<file path="src/rtl/adc_capture.sv">
// Serial capture engine for the dual-channel 14-bit ADC: start pulse, 34-bit SCK frame, A/B deserialisation.
// Optional sticky trig-while-busy flag on port `overrun` when ADC_CAPTURE_OVERRUN_EN is defined.
`timescale 1ns/1ps

module adc_capture #(
    parameter int SCK_DIV = 2
) (
    input  logic        CLK50MHZ,
    input  logic        RST,
    input  logic        trig,
    output logic        done,
    output logic        busy,
    output logic [13:0] adc_a,
    output logic [13:0] adc_b,
    output logic        ad_conv,
    output logic        spi_sck,
    input  logic        spi_miso
`ifdef ADC_CAPTURE_OVERRUN_EN
    ,
    output logic        overrun
`endif
);

    localparam int                DIV_W    = $clog2(2 * SCK_DIV);
    localparam logic [DIV_W-1:0]  DIV_HALF = DIV_W'(SCK_DIV);
    localparam logic [DIV_W-1:0]  DIV_LAST = DIV_W'(2 * SCK_DIV - 1);
    localparam logic [5:0]        BIT_LAST = 6'd33;

    typedef enum logic [1:0] {
        S_IDLE  = 2'd0,
        S_CONV  = 2'd1,
        S_SHIFT = 2'd2,
        S_DONE  = 2'd3
    } state_t;

    state_t            state_q;
    logic [DIV_W-1:0]  div_q;
    logic [DIV_W-1:0]  div_d;
    logic              sck_d;
    logic [5:0]        bit_q;
    logic [13:0]       sh_a_q;
    logic [13:0]       sh_b_q;
    logic [13:0]       adc_a_q;
    logic [13:0]       adc_b_q;
    logic              done_q;
    logic              busy_q;
    logic              ad_conv_q;
    logic              spi_sck_q;
`ifdef ADC_CAPTURE_OVERRUN_EN
    logic              overrun_q;
`endif

    // Next divider count and the SCK level that count implies (high in the second half-period).
    always_comb begin
        div_d = div_q + DIV_W'(1);
        sck_d = (div_d >= DIV_HALF);
    end

    // Frame sequencer: conversion pulse, SCK generation, MISO sampling on the rising half, result copy.
    always_ff @(posedge CLK50MHZ) begin
        if (RST) begin
            state_q   <= S_IDLE;
            div_q     <= '0;
            bit_q     <= 6'd0;
            sh_a_q    <= 14'h0000;
            sh_b_q    <= 14'h0000;
            adc_a_q   <= 14'h0000;
            adc_b_q   <= 14'h0000;
            done_q    <= 1'b0;
            busy_q    <= 1'b0;
            ad_conv_q <= 1'b0;
            spi_sck_q <= 1'b0;
`ifdef ADC_CAPTURE_OVERRUN_EN
            overrun_q <= 1'b0;
`endif
        end else begin
            done_q    <= 1'b0;
            ad_conv_q <= 1'b0;
`ifdef ADC_CAPTURE_OVERRUN_EN
            if (trig && (state_q != S_IDLE)) begin
                overrun_q <= 1'b1;
            end
`endif
            case (state_q)
                S_IDLE: begin
                    spi_sck_q <= 1'b0;
                    busy_q    <= 1'b0;
                    if (trig) begin
                        state_q   <= S_CONV;
                        ad_conv_q <= 1'b1;
                        busy_q    <= 1'b1;
                    end
                end
                S_CONV: begin
                    div_q     <= '0;
                    bit_q     <= 6'd0;
                    sh_a_q    <= 14'h0000;
                    sh_b_q    <= 14'h0000;
                    spi_sck_q <= 1'b0;
                    state_q   <= S_SHIFT;
                end
                S_SHIFT: begin
                    // First high cycle of SCK: data settled since the previous falling edge.
                    if (div_q == DIV_HALF) begin
                        if ((bit_q >= 6'd2) && (bit_q <= 6'd15)) begin
                            sh_a_q <= {sh_a_q[12:0], spi_miso};
                        end
                        if ((bit_q >= 6'd18) && (bit_q <= 6'd31)) begin
                            sh_b_q <= {sh_b_q[12:0], spi_miso};
                        end
                    end
                    if (div_q == DIV_LAST) begin
                        div_q     <= '0;
                        spi_sck_q <= 1'b0;
                        if (bit_q == BIT_LAST) begin
                            state_q <= S_DONE;
                            done_q  <= 1'b1;
                            adc_a_q <= sh_a_q;
                            adc_b_q <= sh_b_q;
                        end else begin
                            bit_q <= bit_q + 6'd1;
                        end
                    end else begin
                        div_q     <= div_d;
                        spi_sck_q <= sck_d;
                    end
                end
                S_DONE: begin
                    busy_q  <= 1'b0;
                    state_q <= S_IDLE;
                end
                default: begin
                    state_q   <= S_IDLE;
                    busy_q    <= 1'b0;
                    spi_sck_q <= 1'b0;
                end
            endcase
        end
    end

    assign done    = done_q;
    assign busy    = busy_q;
    assign adc_a   = adc_a_q;
    assign adc_b   = adc_b_q;
    assign ad_conv = ad_conv_q;
    assign spi_sck = spi_sck_q;
`ifdef ADC_CAPTURE_OVERRUN_EN
    assign overrun = overrun_q;
`endif

endmodule

</file>
<file path="config.mk">
export PLATFORM = sky130hd
export DESIGN_NAME = adc_capture
export DESIGN_NICKNAME = d
export VERILOG_FILES = /design/src/rtl/adc_capture.sv
export SDC_FILE = /design/constraint.sdc
export NUM_CORES = 1
export LEC_CHECK = 0
export BUFFER_PORTS_ARGS = -buffer_cell sky130_fd_sc_hd__buf_2
export CORE_MARGIN = 2
export CORE_UTILIZATION = 40
export DETAILED_ROUTE_END_ITERATION = 12
export PLACE_DENSITY_LB_ADDON = 0.3
export SETUP_SLACK_MARGIN = 0.05
export SYNTH_ARGS = -nofsm -noshare
export SYNTH_HDL_FRONTEND = slang
export SYNTH_SLANG_ARGS = --single-unit
export TNS_END_PERCENT = 100
</file>
<file path="constraint.sdc">
create_clock -name CLK50MHZ -period 2.6 [get_ports CLK50MHZ]
set_input_delay 0.52 -clock CLK50MHZ [delete_from_list [all_inputs] [get_ports CLK50MHZ]]
set_output_delay 0.52 -clock CLK50MHZ [all_outputs]
set_load 0.02 [all_outputs]
</file>
## After elaboration in Yosys (flattened, before gate mapping)

Cells that the tools add are included.

- Register bits after elaboration: 70
- Word-level logic and storage cells: 68

- Reductions and logical operators: 14
- Equality and inequality tests: 13
- Mux-type cells: 20
- Add/subtract/negate cells: 2
- Bitwise gates (word level): 3
- Order comparisons: 5

Operator list:

| cell | count |
|---|---|
| $mux W14 | 4 |
| $pmux W14 S2 | 2 |
| $reduce_and A3 Y1 | 5 |
| $ne A2 B2 Y1 const B | 7 |
| $mux W6 | 2 |
| $pmux W6 S2 | 1 |
| $eq A2 B2 Y1 const B | 4 |
| $mux W2 | 4 |
| $pmux W2 S4 | 1 |
| $add A6 B1 Y6 const B | 1 |
| $eq A6 B6 Y1 const B | 1 |
| $ge A6 B2 Y1 const B | 1 |
| $ge A6 B5 Y1 const B | 1 |
| $le A6 B4 Y1 const B | 1 |
| $le A6 B5 Y1 const B | 1 |
| $reduce_bool A2 Y1 | 3 |
| $pmux W1 S2 | 2 |
| $pmux W2 S2 | 1 |
| $reduce_or A2 Y1 | 2 |
| $mux W1 | 3 |
| $not A1 Y1 | 3 |
| $reduce_or A3 Y1 | 1 |
| $add A2 B1 Y2 const B | 1 |
| $eq A2 B1 Y1 const B | 1 |
| other kinds (3) | 4 |

## Depth between registers and ports, before layout

Gate-level depths: netlist of run 1.

- Word-level depth: 5
- Gate-level depth with buffers: 7
- Gate-level depth less buffers: 6

## Worst setup path before layout of run 1

No wires, ideal clock.

- Path kind: reg2reg
- From: register bit_q[1]
- To: register sh_b_q[10]
- Data required time: 2.483 ns
- Period minus slack after synthesis: 1.804 ns
- Cell stages (with the launch flop): 7
- Buffers on the path: 1
- Path slack: 0.796 ns
- Arrival: 1.687 ns
- Cell sequence: dfxtp_1 -> ha_1 -> and4b_1 -> or3_4 -> o2bb2ai_2 -> buf_2 -> a22o_1

- Word-level cells in the longest chain between the ends: 4

Ends and longest elaborated chain:

| item | RTL line | source |
|---|---|---|
| from (decl) | 40 | `logic [5:0] bit_q;` |
| from (signal assigned) | 121 | `bit_q <= bit_q + 6'd1;` |
| $ge A6 B5 Y1 or $le A6 B5 Y1 (tied branches) | 108 | `if ((bit_q >= 6'd18) && (bit_q <= 6'd31)) begin` |
| $logic_and A1 B1 Y1 * | 108 |  |
| $ne A2 B2 Y1 (no source line) * | n/a |  |
| $reduce_and A3 Y1 (no source line) * | n/a |  |
| to (signal assigned) | 109 | `sh_b_q <= {sh_b_q[12:0], spi_miso};` |
| to (decl) | 42 | `logic [13:0] sh_b_q;` |

Every way passes the cells marked *; elsewhere a longest branch is shown, timed or not.
A chain may end at the register's enable or synchronous reset.

## Final worst setup path of run 1

- From: register state_q[0]
- To: register sh_b_q[1]

- Word-level cells in the longest chain between the ends: 3

Ends and longest elaborated chain:

| item | RTL line | source |
|---|---|---|
| from (decl) | 36 | `state_t state_q;` |
| from (signal assigned) | 62 | `state_q <= S_IDLE;` |
| from (signal assigned) | 89 | `state_q <= S_CONV;` |
| from (signal assigned) | 100 | `state_q <= S_SHIFT;` |
| $eq A2 B2 Y1 or $eq A2 B1 Y1 (tied branches) | 84 | `case (state_q)` |
| $ne A2 B2 Y1 (no source line) or $reduce_bool A2 Y1 (tied branches) | n/a |  |
| $reduce_and A3 Y1 (no source line) | n/a |  |

Parallel ways exist; a longest one is shown, timed or not.

==> impl_summary.txt, run 1 <==
----------------------------------------------------
[Outcome]
  Run status ... finished, final reports clean

[STA]
  Setup slack after layout ... 523.5 ps
  Highest attainable clock frequency ... 0.4816 GHz
  Post-layout min period ... 2077 ps
  Count of final setup violators ... 0
  Slew HR ... 0.6027
  Total negative setup slack ... 0 ps
  Unrepaired setup endpoints after global routing ... no
  Final number of max-transition violations ... 0
  Worst clock skew on the final layout ... 9.265 ps
  Worst Tran Pin Value ... 592.4 ps
  Endpoints failing hold ... 0
  Post-route fraction of the period consumed by the critical path ... 0.7987

[Final layout]
  Number of fillers in the final layout ... 638
  Antenna diode instance count ... 0
  Number of nets in the finished design ... 306
  Area Growth Syn to Fin ... 15.72%
  Share of final-layout standard cells stronger than drive strength 1 ... 0.2068
  Register area ... 0.001401 mm^2
  Cell area after layout ... 0.003151 mm^2
  Most common cell after layout, fill and taps aside ... dfxtp_1
  Total area of multi-input combinational cells ... 0.001214 mm^2
  Most used cells in the layout excluding fill and tap cells ... dfxtp_1, nor2_1, buf_2

[Power]
  PwrDens ... 735.1 mW/mm^2
  Static leakage power ... 1.498 nW
  Post-layout power ... 0.002316 W
  Maximum vdd ir drop ... 0.2668 mV

[Die]
  Die area ... 0.007482 mm^2
  Starting Density ... 0.4075
  Chip width ... 86.50 um
  Die span in y ... 86.50 um
  # rows ... 30
  Top-level port count ... 36
  Placeable core region ... 0.006681 mm^2

[Yosys]
  Dominant register cell in the synthesized netlist ... dfxtp_1
  Post-synth EDFFs ... 0
  Xor and xnor fraction of the mapped netlist area ... 0.006434
  Share of the synthesized area in the top cell type ... 0.5147
  Synth Area per Inst ... 10.64 um^2
  Share of the synthesized area in compound gates (AO/OA/AOI/OAI) ... 0.1273
  Area contributors post-synth ... dfxtp_1, mux2i_1, a22o_1
  Basic-gate share of the synthesized area counting and, or, nand and nor cells ... 0.1388
  Number of distinct library cells after synthesis ... 36
  Warnings from Yosys ... 0
  Main combinational cell family by area after synthesis ... simple AND/OR/NAND/NOR gates
  Post-Synthesis Cell Area ... 0.002723 mm^2
  Proportion of synthesized chip area in sequential cells ... 0.5147
  Fraction of the mapped netlist area in adder cells ... 0.05515
  Async set-reset flop share out of synthesis ... 0
  Nets in the synthesized netlist ... 272
  Flip-flop and latch count after synthesis ... 70
  Mux share of post-synthesis cell area ... 0.1181
  Cell count after synthesis ... 256
  Post-synth top area cell ... dfxtp_1

[Global route]
  Wire length of the first global-routing pass ... 8135 um
  Overall fraction of global-route tracks in use ... 0.1407
  Largest net degree at the start of global routing ... 30
  Via count of the first global-routing pass ... 1,766
  Number of antenna violations at the first check in global routing ... 0
  Total grt overflow ... 0

[Routing]
  First-pass DRT Iterations ... 4
  Count of nets left with antenna violations after detail routing ... 0
  Vias per Instance ... 5.059
  Avg WL per Cell ... 12.94 um
  Total vias in the final route ... 1,897
  Remaining design rule violation count ... 0
  Overall routed net length ... 4851 um
  Initial DRC Count ... 68

[Clocking]
  Total of hold buffers inserted after clock tree synthesis ... 0
  CTS Buf Count ... 9
  Post-CTS resize count ... 0
  Buffers inserted during post-CTS setup optimization ... 0
  Clock root cell ... clkbuf_8
  Num Clock Sinks ... 70
  Deepest clock path buffer count ... 2
  H-Tree Level Count ... 3
  Skew-Pair Late Insertion Delay ... 340 ps
  Clock input transition at the sequential cells of the worst setup and hold paths ... 70 ps
  TritonCTS clock tree ... built

[Place]
  IO buf count ... 35
  Placed wire-length estimate ... 3184 um
  Worst slack, placed ... 521.5 ps
  Placed cell area ... 0.002943 mm^2
  Placer Congestion ... 0.7919

[Worst setup path]
  Critical path class ... reg2reg
  Maximum net fanout on the critical path ... 14
  Endpoint required time on the critical path ... 2880 ps
  Nature of the critical path startpoint ... flip-flop
  Arrival @ worst endpoint ... 2360 ps
  Flop2flop setup slack ... 520 ps
  Type of destination of the critical path ... flip-flop

[Hold path]
  Worst hold path class ... in2reg

[Run]
  Number of max-capacitance violations reported ... 0

----------------------------------------------------
[registers in the layout, summed over array words and instances, names as in the netlist]
| register | cells |
|---|---|
| ad_conv | 1 |
| adc_a | 14 |
| adc_b | 14 |
| bit_q | 6 |
| busy | 1 |
| div_q | 2 |
| done | 1 |
| sh_a_q | 14 |
| sh_b_q | 14 |
| spi_sck | 1 |
| state_q | 2 |
[stage by stage]
stage                 util  hold slack (ps)  instances
finish              0.4715            413.8        375
global route        0.4715            424.9        375
CTS                 0.4715            392.0        375
detailed placement  0.4404            474.1        359
global placement    0.4404            468.1        359
floorplan                -            448.4        256
[kinds of logic after synthesis]
logic type	count (synthesis)
buf+inv	23
mux	32
compound gates	43
simple gates	74
flops	70
xor+xnor	2
fa+ha+maj	12
[where the power goes]
group          internal [W]  switching (W)
registers           0.00109      0.0000193
logic             0.0000983       0.000212
clock network      0.000495       0.000398
[worst max-delay path: stages, from the launching register on]
cell and delay [ps]:
dfxtp_1 350, inv_1 130, ha_1 460, nor2b_1 260, nand2_1 130, nor2_2 480
a22o_1 210
[routing by layer]
| layer | track usage | wire length (um) | vias up |
|---|---|---|---|
| met5 | 0 | 0 | - |
| met4 | 0.08523 | 78 | 0 |
| met3 | 0.03714 | 153 | 7 |
| met2 | 0.2119 | 2298 | 28 |
| met1 | 0.1801 | 2319 | 887 |
| li1 | - | - | 975 |
[synth_stat cells (all sizes together) (3+ instances only)]
master	instances
a22o	27
nand3	3
clkbuf	6
dfxtp	70
a21oi	9
nand2b	6
nand2	6
mux2i	31
buf	9
nor4	3
inv	8
ha	12
nor2	39
nor3	5
[layout make-up]
cell class              count  share of cell area
inverters                   8            0.009531
clock buffers              11             0.04805
well taps                  80             0.03177
clock inverters             5             0.01787
multi-input cells         163              0.3852
repair buffers             38             0.06275
flip-flops and latches     70              0.4448
[worst paths after layout]
path         startpoint        end  depth (start not counted)
max reg2reg  state_q[0]  sh_b_q[1]                          6
max          state_q[0]  sh_b_q[1]                          6
min                trig    ad_conv                          3
min reg2reg        busy       busy                          2
Power figures use the tool's default switching activity.
==> run 2: changes to the inputs <==
- clock period: 2.6 -> 1.67 ns (I/O delays scaled with it)
==> run 2 against run 1 <==
  * Via count increased by 6.3%
  * Die area unchanged
  * Combinational power increased by 130%
  * Fmax increased by 29%
  * Clock power increased by 65%
  * Non-clock buffer count increased by 22
  * Sequential share of layout area decreased by 4.4 points
  * Core utilization increased by 5.7 points
  * Worst hold slack got worse by 190 ps
  * Sequential cell count unchanged
  * Critical path depth decreased by 1
  * Clock skew increased by 5.3 ps
  * Critical path type unchanged
  * Critical endpoint unchanged
  * Largest power group unchanged
==> impl_summary.txt, run 2 (synthesis results as in run 1) <==
----------------------------------------------------
[Power]
  Clock group share of total power ... 0.374 (was 0.386)
  Static leakage power ... 1.659 nW (was 1.498 nW)
  P_sw ... 0.001031 W (was 0.0006293 W)
  Cell internal power dissipation ... 0.002891 W (was 0.001687 W)
  Sw frac ... 0.2629 (was 0.2717)
  Logic gate share of total power ... 0.186 (was 0.134)
  Maximum vdd ir drop ... 0.5578 mV (was 0.2668 mV)
  Flop pwr share ... 0.440 (was 0.480)
  PwrDens ... 1111 mW/mm^2 (was 735.1 mW/mm^2)

[Global route]
  Number of antenna violations at the first check in global routing ... 0 (unchanged)
  Total grt overflow ... 0 (unchanged)
  Via count of the first global-routing pass ... 1,825 (was 1,766)
  Wire length of the first global-routing pass ... 8604 um (was 8135 um)
  Overall fraction of global-route tracks in use ... 0.1467 (was 0.1407)
  Largest net degree at the start of global routing ... 30 (unchanged)

[Routing]
  Count of nets left with antenna violations after detail routing ... 0 (unchanged)
  Avg WL per Cell ... 13.90 um (was 12.94 um)
  Initial DRC Count ... 85 (was 68)
  WL met2 ... 2565 um (was 2298 um)
  Top routing layer used ... met4 (unchanged)
  Overall routed net length ... 5520 um (was 4851 um)
  First-pass DRT Iterations ... 4 (unchanged)
  Detailed route wirelength on metal3 ... 209 um (was 153 um)
  DRT met1 WL ... 2702 um (was 2319 um)
  Vias per Instance ... 5.081 (was 5.059)
  Remaining design rule violation count ... 0 (unchanged)
  Total vias in the final route ... 2,017 (was 1,897)

[Run]
  Number of max-capacitance violations reported ... 0 (unchanged)

[Clocking]
  TritonCTS clock tree ... built (unchanged)
  Clock root cell ... clkbuf_8 (unchanged)
  CTS Buf Count ... 9 (unchanged)
  H-Tree Level Count ... 3 (unchanged)
  Clock input transition at the sequential cells of the worst setup and hold paths ... 80 ps (was 70 ps)
  Deepest clock path buffer count ... 2 (unchanged)
  Num Clock Sinks ... 70 (unchanged)
  Total of hold buffers inserted after clock tree synthesis ... 0 (unchanged)
  Skew-Pair Late Insertion Delay ... 330 ps (was 340 ps)

[STA]
  Final number of max-transition violations ... 0 (unchanged)
  Slew HR ... 0.7561 (was 0.6027)
  Unrepaired setup endpoints after global routing ... yes (was no)
  Post-route fraction of the period consumed by the critical path ... 0.9676 (was 0.7987)
  Post-layout min period ... 1616 ps (was 2077 ps)
  Endpoints failing hold ... 0 (unchanged)
  Count of final setup violators ... 0 (unchanged)
  Total negative setup slack ... 0 ps (unchanged)
  Worst Tran Pin Value ... 365.1 ps (was 592.4 ps)
  Highest attainable clock frequency ... 0.6189 GHz (was 0.4816 GHz)
  Worst clock skew on the final layout ... 14.54 ps (was 9.265 ps)

[Die]
  Placeable core region ... 0.006681 mm^2 (unchanged)
  Chip width ... 86.50 um (unchanged)
  Starting Density ... 0.4075 (unchanged)
  Top-level port count ... 36 (unchanged)
  # rows ... 30 (unchanged)
  Die area ... 0.007482 mm^2 (unchanged)
  Die span in y ... 86.50 um (unchanged)

[Worst setup path]
  Critical path class ... reg2reg (unchanged)
  Worst R2R Start ... bit_q[0] (was state_q[0])
  Endpoint of the lowest-slack register-to-register path ... sh_b_q[1] (unchanged)
  Critical path buffers and inverters ... 0 (was 1)
  R2R cell count ... 5 (was 6)
  Nature of the critical path startpoint ... flip-flop (unchanged)
  Largest stage delay on the critical path ... 390 ps (was 480 ps)
  Slowest stage cell, crit path ... or3_4 (was nor2_2)
  Flop2flop setup slack ... 50 ps (was 520 ps)
  Type of destination of the critical path ... flip-flop (unchanged)
  Endpoint required time on the critical path ... 1890 ps (was 2880 ps)
  Maximum net fanout on the critical path ... 7 (was 14)
  Arrival @ worst endpoint ... 1840 ps (was 2360 ps)
  Kind of cell adding the most delay to the critical path ... simple AND/OR/NAND/NOR gates (unchanged)
  Cells along the critical path ... ha_2 -> and4b_1 -> or3_4 -> o2bb2ai_4 -> a22o_1 (was inv_1 -> ha_1 -> nor2b_1 -> nand2_1 -> nor2_2 -> a22o_1)

[Outcome]
  Run status ... finished, final reports clean (unchanged)

[Place]
  Placed cell area ... 0.003143 mm^2 (was 0.002943 mm^2)
  Instance count after placement with tap cells included ... 374 (was 359)
  Placer Congestion ... 0.7631 (was 0.7919)
  IO buf count ... 35 (unchanged)
  Placed wire-length estimate ... 3527 um (was 3184 um)

[Hold path]
  Hold_sp ... trig (unchanged)
  Cells on Worst Hold Path ... 3 (unchanged)
  Min-Delay Endpoint ... ad_conv (unchanged)
  Worst hold path class ... in2reg (unchanged)

[Final layout]
  Utilization after layout ... 0.5283 (was 0.4715)
  Antenna diode instance count ... 0 (unchanged)
  Cell area after layout ... 0.003530 mm^2 (was 0.003151 mm^2)
  Final instance count without filler cells ... 397 (was 375)
  Area Growth Syn to Fin ... 29.64% (was 15.72%)
  Number of nets in the finished design ... 329 (was 306)
  Most common cell after layout, fill and taps aside ... dfxtp_1 (unchanged)
  Share of final-layout standard cells stronger than drive strength 1 ... 0.3060 (was 0.2068)
  Most used cells in the layout excluding fill and tap cells ... dfxtp_1, nor2_1, buf_2 (unchanged)

----------------------------------------------------
==> run 2: cell count changes in the layout (fill, tap and decap cells not counted), moves of 3 or more <==
| cell | delta |
|---|---|
| ha_2 | +3 |
| buf_12 | +3 |
| ha_1 | -5 |
| buf_4 | +15 |
| dfxtp_1 | -7 |
| dfxtp_2 | +5 |
==> run 2: tightest hold or removal path, cell delays in order <==
cell and delay, ps:
buf_2 100, nand2_1 50, nor2_1 30
==> run 2: per-stage QoR <==
| stage | hold WS (ps) | total power (W) | setup slack [ps] |
|---|---|---|---|
| 3_5_place_dp | 463.3 | 0.002391 | -66.29 |
| 4_1_cts | 213.7 | 0.003944 | 8.301 |
| 3_3_place_gp | 467.5 | 0.002380 | -27.83 |
| 6_report | 226.9 | 0.003922 | 54.13 |
| 2_1_floorplan | 448.4 | 0.002196 | 10.31 |
| 5_1_grt | 219.8 | 0.004106 | -31.48 |
==> run 2: repair_timing <==
action | CTS | global route
cloned | 1 | 3
buffers inserted | 1 | 3
pin swaps | 14 | 2
gates resized for setup | 10 | 8
setup endpoints to repair | 30 | 56
==> run 2: area by class of cell <==
class / count / area [um^2]
clock buffer: 12 / 145.1
clock inverter: 3 / 68.82
fill: 617 / 3152
inverter: 8 / 30.03
multi-input combinational: 164 / 1328
sequential: 70 / 1415
tap: 80 / 100.1
timing repair buffer: 60 / 442.9
==> run 2: power by group through the flow <==
| stage | combinational (W) | clock [W] | sequential [W] |
|---|---|---|---|
| CTS | 0.000715 | 0.00150 | 0.00173 |
| detailed placement | 0.000627 | 0 | 0.00176 |
| finish | 0.000728 | 0.00147 | 0.00173 |
| global route | 0.000804 | 0.00157 | 0.00173 |
| global placement | 0.000618 | 0 | 0.00176 |
| floorplan | 0.000418 | 0 | 0.00178 |
==> run 2: how the worst max path moves through the flow <==
stage               slack (ps)  startpoint         end  cells after the start
CTS                          8    bit_q[0]   sh_b_q[1]                      5
global placement           -30    bit_q[0]   sh_a_q[4]                      6
finish                      50    bit_q[0]   sh_b_q[1]                      5
floorplan                   10    bit_q[1]  sh_b_q[10]                      6
detailed placement         -70    bit_q[0]   sh_a_q[3]                      6
global route               -30  state_q[1]   sh_a_q[7]                      6
==> run 2: per-layer routing <==
layer,up-vias,track usage
met4,0,0.05114
met3,4,0.04571
met2,36,0.2259
met1,954,0.1950
li1,1023,-
met5,-,0
==> run 3: changes to the inputs <==
- CORE_UTILIZATION: 40 -> 36
==> run 3 against run 2 <==
  * Cell area up 3.7%
  * Global-route usage decreased by 0.80 points
  * Critical path depth is the same
  * Clock power down 14%
  * Critical path type unchanged
  * Critical endpoint is now sh_b_q[11]
==> impl_summary.txt, run 3 (synthesis results as in run 1) <==
----------------------------------------------------
[Power]
  Post-layout power ... 0.003861 W (was 0.003922 W)
  Static leakage power ... 1.689 nW (was 1.659 nW)
  Maximum vdd ir drop ... 0.5367 mV (was 0.5578 mV)
  PwrDens ... 1055 mW/mm^2 (was 1111 mW/mm^2)

[STA]
  Final number of max-transition violations ... 0 (unchanged)
  Count of final setup violators ... 0 (unchanged)
  Setup slack after layout ... 28.25 ps (was 54.13 ps)
  Unrepaired setup endpoints after global routing ... yes (unchanged)
  Total negative setup slack ... 0 ps (unchanged)
  Highest attainable clock frequency ... 0.6091 GHz (was 0.6189 GHz)
  Post-route fraction of the period consumed by the critical path ... 0.9831 (was 0.9676)
  Worst clock skew on the final layout ... 7.730 ps (was 14.54 ps)
  Post-layout min period ... 1642 ps (was 1616 ps)
  Slew HR ... 0.7983 (was 0.7561)
  Post-Route Hold Slack ... 236.3 ps (was 226.9 ps)
  Worst Tran Pin Value ... 298.6 ps (was 365.1 ps)
  Endpoints failing hold ... 0 (unchanged)

[Global route]
  Overall fraction of global-route tracks in use ... 0.1386 (was 0.1467)
  Number of antenna violations at the first check in global routing ... 0 (unchanged)
  Via count of the first global-routing pass ... 1,909 (was 1,825)
  Wire length of the first global-routing pass ... 9252 um (was 8604 um)
  Total grt overflow ... 0 (unchanged)
  Largest net degree at the start of global routing ... 29 (was 30)

[Routing]
  Count of nets left with antenna violations after detail routing ... 0 (unchanged)
  Avg WL per Cell ... 13.59 um (was 13.90 um)
  Overall routed net length ... 5720 um (was 5520 um)
  First-pass DRT Iterations ... 4 (unchanged)
  Initial DRC Count ... 75 (was 85)
  Vias per Instance ... 4.846 (was 5.081)
  Total vias in the final route ... 2,040 (was 2,017)
  Remaining design rule violation count ... 0 (unchanged)

[Worst setup path]
  R2R cell count ... 5 (unchanged)
  Endpoint of the lowest-slack register-to-register path ... sh_b_q[11] (was sh_b_q[1])
  Worst R2R Start ... bit_q[1] (was bit_q[0])
  Arrival @ worst endpoint ... 1860 ps (was 1840 ps)
  Nature of the critical path startpoint ... flip-flop (unchanged)
  Critical path class ... reg2reg (unchanged)
  Endpoint required time on the critical path ... 1890 ps (about the same)
  Flop2flop setup slack ... 30 ps (was 50 ps)
  Type of destination of the critical path ... flip-flop (unchanged)
  Maximum net fanout on the critical path ... 7 (unchanged)

[Hold path]
  Cells on Worst Hold Path ... 3 (unchanged)
  Worst hold path class ... in2reg (unchanged)
  Hold_sp ... trig (unchanged)
  Min-Delay Endpoint ... ad_conv (unchanged)

[Clocking]
  TritonCTS clock tree ... built (unchanged)
  Clock root cell ... clkbuf_8 (unchanged)
  CTS Buf Count ... 9 (unchanged)
  Skew-Pair Late Insertion Delay ... 330 ps (about the same)
  Deepest clock path buffer count ... 2 (unchanged)
  H-Tree Level Count ... 3 (unchanged)
  Clock input transition at the sequential cells of the worst setup and hold paths ... 70 ps (was 80 ps)
  Total of hold buffers inserted after clock tree synthesis ... 0 (unchanged)
  Num Clock Sinks ... 70 (unchanged)

[Final layout]
  Area Growth Syn to Fin ... 34.38% (was 29.64%)
  Number of fillers in the final layout ... 683 (was 617)
  Register area ... 0.001418 mm^2 (was 0.001415 mm^2)
  Share of final-layout standard cells stronger than drive strength 1 ... 0.3354 (was 0.3060)
  Most common cell after layout, fill and taps aside ... dfxtp_1 (unchanged)
  Antenna diode instance count ... 0 (unchanged)
  Most used cells in the layout excluding fill and tap cells ... dfxtp_1, nor2_1, buf_2 (unchanged)
  Total area of multi-input combinational cells ... 0.001383 mm^2 (was 0.001328 mm^2)
  Number of nets in the finished design ... 336 (was 329)
  Utilization after layout ... 0.5017 (was 0.5283)

[Die]
  Placeable core region ... 0.007292 mm^2 (was 0.006681 mm^2)
  Starting Density ... 0.3734 (was 0.4075)
  # rows ... 31 (was 30)
  Die area ... 0.008275 mm^2 (was 0.007482 mm^2)
  Chip width ... 90.97 um (was 86.50 um)
  Top-level port count ... 36 (unchanged)
  Die span in y ... 90.97 um (was 86.50 um)

[Outcome]
  Run status ... finished, final reports clean (unchanged)

[Place]
  IO buf count ... 35 (unchanged)
  Placer Congestion ... 0.8678 (was 0.7631)
  Worst slack, placed ... -105.4 ps (was -66.29 ps)
  Placed wire-length estimate ... 3506 um (was 3527 um)

[Run]
  Number of max-capacitance violations reported ... 0 (unchanged)

----------------------------------------------------
## run 3: cell count changes in the layout (fill, tap and decap cells not counted), sizes merged
cell	previous run	this run
clkbuf	14	13
bufinv	2	1
buf	58	65
## run 3: final cells by class
type	instances	share of cell area
multi-input combinational	164	0.3779
sequential	70	0.3875
inverter	8	0.008208
tap	99	0.03386
clock inverter	2	0.009576
timing repair buffer	67	0.1443
clock buffer	11	0.03865
## run 3: timing repair
item / in CTS / in global routing
cloned: 2 / 2
buffers inserted: 4 / 5
endpoints found under the setup margin: 52 / 56
gates resized for setup: 13 / 17
pin swaps: 17 / 11
## run 3: report_power, final
| group | internal, W | switching (W) | total, W |
|---|---|---|---|
| Combinational | 0.000398 | 0.000454 | 0.000852 |
| Clock | 0.000704 | 0.000566 | 0.00127 |
| Sequential | 0.00171 | 0.0000323 | 0.00174 |
| Total | 0.00281 | 0.00105 | 0.00386 |
## run 3: stage by stage
step	cells	instance area, um^2
3_5_place_dp	395	3182
6_report	421	3659
2_1_floorplan	256	2783
3_3_place_gp	395	3182
4_1_cts	414	3497
5_1_grt	421	3659
## run 3: critical path, stage by stage (launching register included)
cell,delay (ps)
dfxtp_4,380
ha_4,130
and4b_1,190
or3_4,390
o2bb2ai_4,180
a22o_1,250
## run 3: worst max-delay path by stage
stage | start | endpoint | slack, ps | depth (start not counted)
4_1_cts | bit_q[1] | sh_b_q[11] | 0.4 | 5
3_5_place_dp | bit_q[0] | sh_a_q[10] | -110 | 6
5_1_grt | bit_q[1] | sh_b_q[11] | -20 | 5
6_report | bit_q[1] | sh_b_q[11] | 30 | 5
2_1_floorplan | bit_q[1] | sh_b_q[10] | 10 | 6
3_3_place_gp | bit_q[0] | sh_a_q[3] | -60 | 6
## run 3: metal layers
metal	up-vias	global-route usage	wire length (um)
li1	1031	-	-
met1	958	0.1820	2748
met2	39	0.2111	2612
met3	12	0.04398	228
met4	0	0.05682	130
met5	-	0	0
